===== src/rtl/burst_envelope_pkg.sv =====
// Shared definitions for the burst envelope generator: state encoding and
// the gain/sample constants used by the envelope FSM and scaling pipeline.
package burst_envelope_pkg;

  typedef enum logic [1:0] {
    IDLE    = 2'd0,
    ATTACK  = 2'd1,
    HOLD    = 2'd2,
    RELEASE = 2'd3
  } env_state_t;

  localparam logic [7:0] MIDSCALE = 8'd128;
  localparam logic [7:0] ENV_MAX  = 8'd255;

endpackage


===== src/rtl/env_prescaler.sv =====
// Step-rate prescaler: counts clocks and emits a one-cycle tick whenever the
// count has reached the (live) selected rate. A rate of 0 ticks every clock.
module env_prescaler #(
  parameter int RATE_W = 16
) (
  input  logic              clk,
  input  logic              reset,
  input  logic              clear,
  input  logic [RATE_W-1:0] rate,
  output logic              tick
);

  logic [RATE_W-1:0] count;

  // >= rather than == so that lowering the rate mid-count fires at once
  assign tick = (count >= rate);

  // Count up, restarting on each tick or on an external clear
  always_ff @(posedge clk or posedge reset) begin
    if (reset) begin
      count <= '0;
    end else if (clear || tick) begin
      count <= '0;
    end else begin
      count <= count + RATE_W'(1);
    end
  end

endmodule


===== src/rtl/burst_envelope.sv =====
// Attack/hold/release amplitude envelope for the chirp NCO. A trigger starts
// (or, from RELEASE, restarts) a burst; the 8-bit gain scales the
// offset-binary sample through a 2-stage multiply/offset pipeline.
module burst_envelope
  import burst_envelope_pkg::*;
#(
  parameter int RATE_W = 16
) (
  input  logic              clk,
  input  logic              reset,
  input  logic              trigger,
  input  logic [7:0]        sample_in,
  input  logic [RATE_W-1:0] attack_rate,
  input  logic [RATE_W-1:0] release_rate,
  input  logic [RATE_W-1:0] hold_len,
  output logic [7:0]        sample_out,
  output logic [7:0]        env,
  output logic              busy
);

  env_state_t        state;
  logic [RATE_W-1:0] hold_cnt;
  logic [RATE_W-1:0] hold_next;
  logic [RATE_W-1:0] rate_sel;
  logic              tick;
  logic              go_attack;
  logic              attack_done;
  logic              hold_done;
  logic              release_done;
  logic              state_change;
  logic signed [8:0]  centered;
  logic signed [8:0]  gain;
  logic signed [17:0] prod_p1;
  logic               unused_prod_bits;

  assign rate_sel  = (state == ATTACK) ? attack_rate : release_rate;
  assign hold_next = hold_cnt + RATE_W'(1);

  // Transition qualifiers; any of them also restarts the prescaler so every
  // state begins with a full step period. A tick at 255 (re-entry from
  // RELEASE before the first decrement) still moves on to HOLD.
  assign go_attack    = trigger && ((state == IDLE) || (state == RELEASE));
  assign attack_done  = (state == ATTACK) && tick && (env >= ENV_MAX - 8'd1);
  assign hold_done    = (state == HOLD) && !trigger &&
                        ((hold_cnt == hold_len) || (tick && (hold_next == hold_len)));
  assign release_done = (state == RELEASE) && !trigger && tick && (env <= 8'd1);
  assign state_change = go_attack | attack_done | hold_done | release_done;

  env_prescaler #(
    .RATE_W (RATE_W)
  ) u_prescaler (
    .clk   (clk),
    .reset (reset),
    .clear (state_change),
    .rate  (rate_sel),
    .tick  (tick)
  );

  // Envelope FSM with gain, hold counter and busy flag updated alongside state
  always_ff @(posedge clk or posedge reset) begin
    if (reset) begin
      state    <= IDLE;
      env      <= 8'd0;
      hold_cnt <= '0;
      busy     <= 1'b0;
    end else begin
      case (state)
        IDLE: begin
          if (go_attack) begin
            state <= ATTACK;
            busy  <= 1'b1;
          end
        end
        ATTACK: begin
          if (tick) begin
            if (env != ENV_MAX) env <= env + 8'd1;
            if (attack_done) begin
              state    <= HOLD;
              hold_cnt <= '0;
            end
          end
        end
        HOLD: begin
          if (trigger) begin
            hold_cnt <= '0;
          end else if (hold_done) begin
            state <= RELEASE;
          end else if (tick) begin
            hold_cnt <= hold_next;
          end
        end
        RELEASE: begin
          // Retrigger keeps the current gain so the restart is seamless
          if (go_attack) begin
            state <= ATTACK;
          end else if (tick) begin
            if (env != 8'd0) env <= env - 8'd1;
            if (release_done) begin
              state <= IDLE;
              busy  <= 1'b0;
            end
          end
        end
        default: begin
          state <= IDLE;
          busy  <= 1'b0;
        end
      endcase
    end
  end

  assign centered = $signed({1'b0, sample_in}) - 9'sd128;
  assign gain     = $signed({1'b0, env});

  // Stage 1: signed 9x9 product of centred sample and gain
  always_ff @(posedge clk or posedge reset) begin
    if (reset) begin
      prod_p1 <= '0;
    end else begin
      prod_p1 <= centered * gain;
    end
  end

  // Bits [15:8] are the low byte of prod >>> 8; the floored quotient always
  // fits in -128..126, so the high and fractional bits are not needed
  assign unused_prod_bits = ^{prod_p1[17:16], prod_p1[7:0]};

  // Stage 2: re-centre the scaled value around midscale
  always_ff @(posedge clk or posedge reset) begin
    if (reset) begin
      sample_out <= MIDSCALE;
    end else begin
      sample_out <= MIDSCALE + prod_p1[15:8];
    end
  end

endmodule


===== config.mk =====
export PLATFORM = sky130hd
export DESIGN_NAME = burst_envelope
export DESIGN_NICKNAME = d
export VERILOG_FILES = /design/src/rtl/burst_envelope_pkg.sv /design/src/rtl/env_prescaler.sv /design/src/rtl/burst_envelope.sv
export SDC_FILE = /design/constraint.sdc
export NUM_CORES = 1
export LEC_CHECK = 0
export CAP_MARGIN = 20
export CORE_MARGIN = 5
export CORE_UTILIZATION = 50
export DETAILED_ROUTE_END_ITERATION = 12
export PLACE_DENSITY = 0.72
export SETUP_SLACK_MARGIN = 0.02
export SYNTH_ARGS = -nofsm -noshare
export SYNTH_HDL_FRONTEND = slang
export SYNTH_SLANG_ARGS = --single-unit

===== constraint.sdc =====
create_clock -name clk -period 6 [get_ports clk]
set_input_delay 1.2 -clock clk [delete_from_list [all_inputs] [get_ports clk]]
set_output_delay 1.2 -clock clk [all_outputs]
set_load 0.02 [all_outputs]

==> results_dict.tcl <==
set metrics [dict create \
    ctsHoldBuffers 0 \
    placementRows 41 \
    cts_tree "built" \
    r2r_end "prod_p1[15]" \
    p_seq_frac 0.218 \
    period_minus_slack_ns 5.54 \
    setup_ws_ns 0.457 \
    tightest_slew_ns 0.806 \
    path_class "input port to flop" \
    yosysWarnings 0 \
    clk_latency_ns 0.33 \
    grt.overflow.total 0 \
    avgSynthCellArea_um2 9.23 \
    coreArea_mm2 0.0125 \
    numCtsBuffers 9 \
    required_ns 6.21 \
    finalHoldViolCount 0 \
    worst_r2r_path_depth 15 \
    endpoint "prod_p1[15]" \
    place.gp.congestion 0.852 \
    startpoint_type "input port" \
    ioPinCount 76 \
    p_int_mw 1.71 \
    wirelength_mm 14.5 \
    synth_edf_count 0 \
    num-fill-cells 1119 \
    synth_top_area_cell "dfrtp_1" \
    critPathLaunch "sample_in[7]" \
    wl_met1_mm 6.12 \
    crit_fanout 8 \
    power_frac_comb 0.598 \
    root_buffer "clkbuf_16" \
    final_cell_mix "90 x inv_1, 75 x clkdlybuf4s50_1, 58 x dfrtp_1" \
    maxSlewViolCount 0 \
    initialDrtViolationCount 365 \
    setup_viol 0 \
    htree_levels 3 \
    grt_pass1_wl_mm 23.9 \
    drive_gt1_frac 0.0673 \
    die_w_um 123 \
    syn_inst 687 \
    pwr-share-clk 0.184 \
    powerDensity_mw_per_mm2 397 \
    arrival_ns 5.76 \
    ant_nets 0 \
    reg2reg_from "env[1]" \
    top_layer "met4" \
    p_leak_nw 3.54 \
    start_util 0.507 \
    drc_errors 0 \
    area_growth_pct 19.2 \
    num_antenna_cells 0 \
    wl_met3_um 789 \
    clkSlewWorstSetupHoldPaths_ns 0.05 \
    fin_setup_tns_ns 0 \
    dieArea_mm2 0.0150 \
    dr.pass1.iters 6 \
    rsz0062_at_grt "false" \
    cts_setup_buffers 0 \
    nets 918 \
    syn-cell-area_mm2 0.00634 \
    cts_sinks 59 \
    yosysSeqAreaShare 0.233 \
    slew_headroom 0.462 \
    status "complete, no violations" \
    grt_pass1_vias 5284 \
    die_h_um 123 \
    fmax_ghz 0.180 \
    async_flop_share 1.00 \
    place_ws_ns 0.0547 \
    drv_cap 0 \
    synth.distinct_cells 71 \
    syn_nets 852 \
    ys_top_cells_by_area "dfrtp_1 23%, fa_1 16%, ha_1 11%" \
    vias 5088 \
    port_buffers 75 \
    yosysTopAreaCellShare 0.229 \
    cts_resized 0 \
    detail_route.vias_per_cell 5.47 \
    holdWs_ns 0.349 \
    ir_worst_vdd_mv 0.281 \
    route.met2.wl_mm 7.30 \
    hpwl_mm 11.3 \
    utilization 0.604 \
    wire_per_inst_um 15.5 \
    antenna_found_initial 0 \
    synthFlopType "dfrtp_1" \
    swShare 0.429 \
    r2r_slack_ns 1.07 \
    totalPowerFinal_mw 3.00 \
    grt_max_degree 60 \
    track_usage 0.199 \
    ys_seq_elements 59 \
    cp-end-kind "flop" \
    period_share 0.924 \
    cts_buffer_depth 2 \
    min_path_type "flop to flop" \
    power.switching_mw 1.29 \
    final_common_cell "inv_1" \
    clock_skew_ns 0.00477 \
]
[power by group through the flow]
stage          sequential (mW)  clock, mW  combinational (mW)
3_3_place_gp             0.657          0                1.73
5_1_grt                  0.673      0.578                2.07
6_report                 0.655      0.552                1.79
2_1_floorplan            0.644          0                1.35
3_5_place_dp             0.661          0                1.82
4_1_cts                  0.655      0.560                1.83
[worst min path at each step]
stage	from	end	slack [ns]	depth (start not counted)
after CTS	prod_p1[12]	sample_out[4]	0.35	0
final	prod_p1[8]	sample_out[0]	0.35	0
after global placement	prod_p1[12]	sample_out[4]	0.34	0
after floorplan	prod_p1[8]	sample_out[0]	0.33	0
after global routing	prod_p1[12]	sample_out[4]	0.35	0
after detailed placement	prod_p1[12]	sample_out[4]	0.34	0
[cells in the mapped netlist (8+ instances only)]
master	n
inv_1	91
dfrtp_1	58
ha_1	55
nand2_1	53
fa_1	51
and2_1	43
nor2_1	37
xnor2_1	32
nand3_1	23
xor2_1	23
a21oi_1	17
mux2i_1	17
clkbuf_1	12
nor2b_1	11
o311ai_0	11
nand2b_1	10
o21ai_0	9
nand4_1	8
nor2_2	8
o31ai_1	8
[per-stage QoR]
stage | cell area, µm² | std cells
detailed placement | 7210 | 913
CTS | 7530 | 929
finish | 7560 | 930
global route | 7560 | 930
floorplan | 6340 | 687
global placement | 7210 | 913
[worst max-delay path, stage by stage]
cell             delay, ns
clkdlybuf4s50_1       0.48
nand2b_1              0.28
fa_1                  0.59
inv_1                 0.06
fa_1                  0.49
inv_1                 0.05
fa_1                  0.46
fa_1                  0.55
inv_1                 0.04
ha_1                  0.26
o21ai_0               0.07
a21oi_1               0.18
o22a_1                0.24
a41oi_1               0.18
a211oi_1              0.35
a21oi_1               0.13
xnor2_1               0.13
[cells by family (layout without fill, tap and decap cells)]
family / after synthesis / count (layout) / synth area share
simple gates: 239 / 239 / 0.208
flops: 59 / 59 / 0.233
mux: 20 / 20 / 0.0322
fa+ha+maj: 106 / 106 / 0.270
compound gates: 91 / 91 / 0.106
buf+inv: 117 / 188 / 0.0756
xor+xnor: 55 / 55 / 0.0760
[registers in the layout (all words and copies together), names as in the netlist]
name and count:
busy 1, sample_out 8, u_prescaler.count 16, hold_cnt 16
state 2, env 8, prod_p1 8
[cell type report]
type	instances	area, µm²	area share
multi-input cells	511	4380	0.580
flip-flops and latches	59	1480	0.195
repair buffers	81	816	0.108
inverters	91	342	0.0452
clock buffers	9	225	0.0298
well taps	172	215	0.0285
clock inverters	7	100	0.0132
[routing by layer]
metal,GRT usage,vias to the layer above
li1,-,2440
met1,0.242,2453
met2,0.359,166
met3,0.0346,29
met4,0.0623,0
met5,0,-
Note: power is estimated with default switching activity, not from simulation.
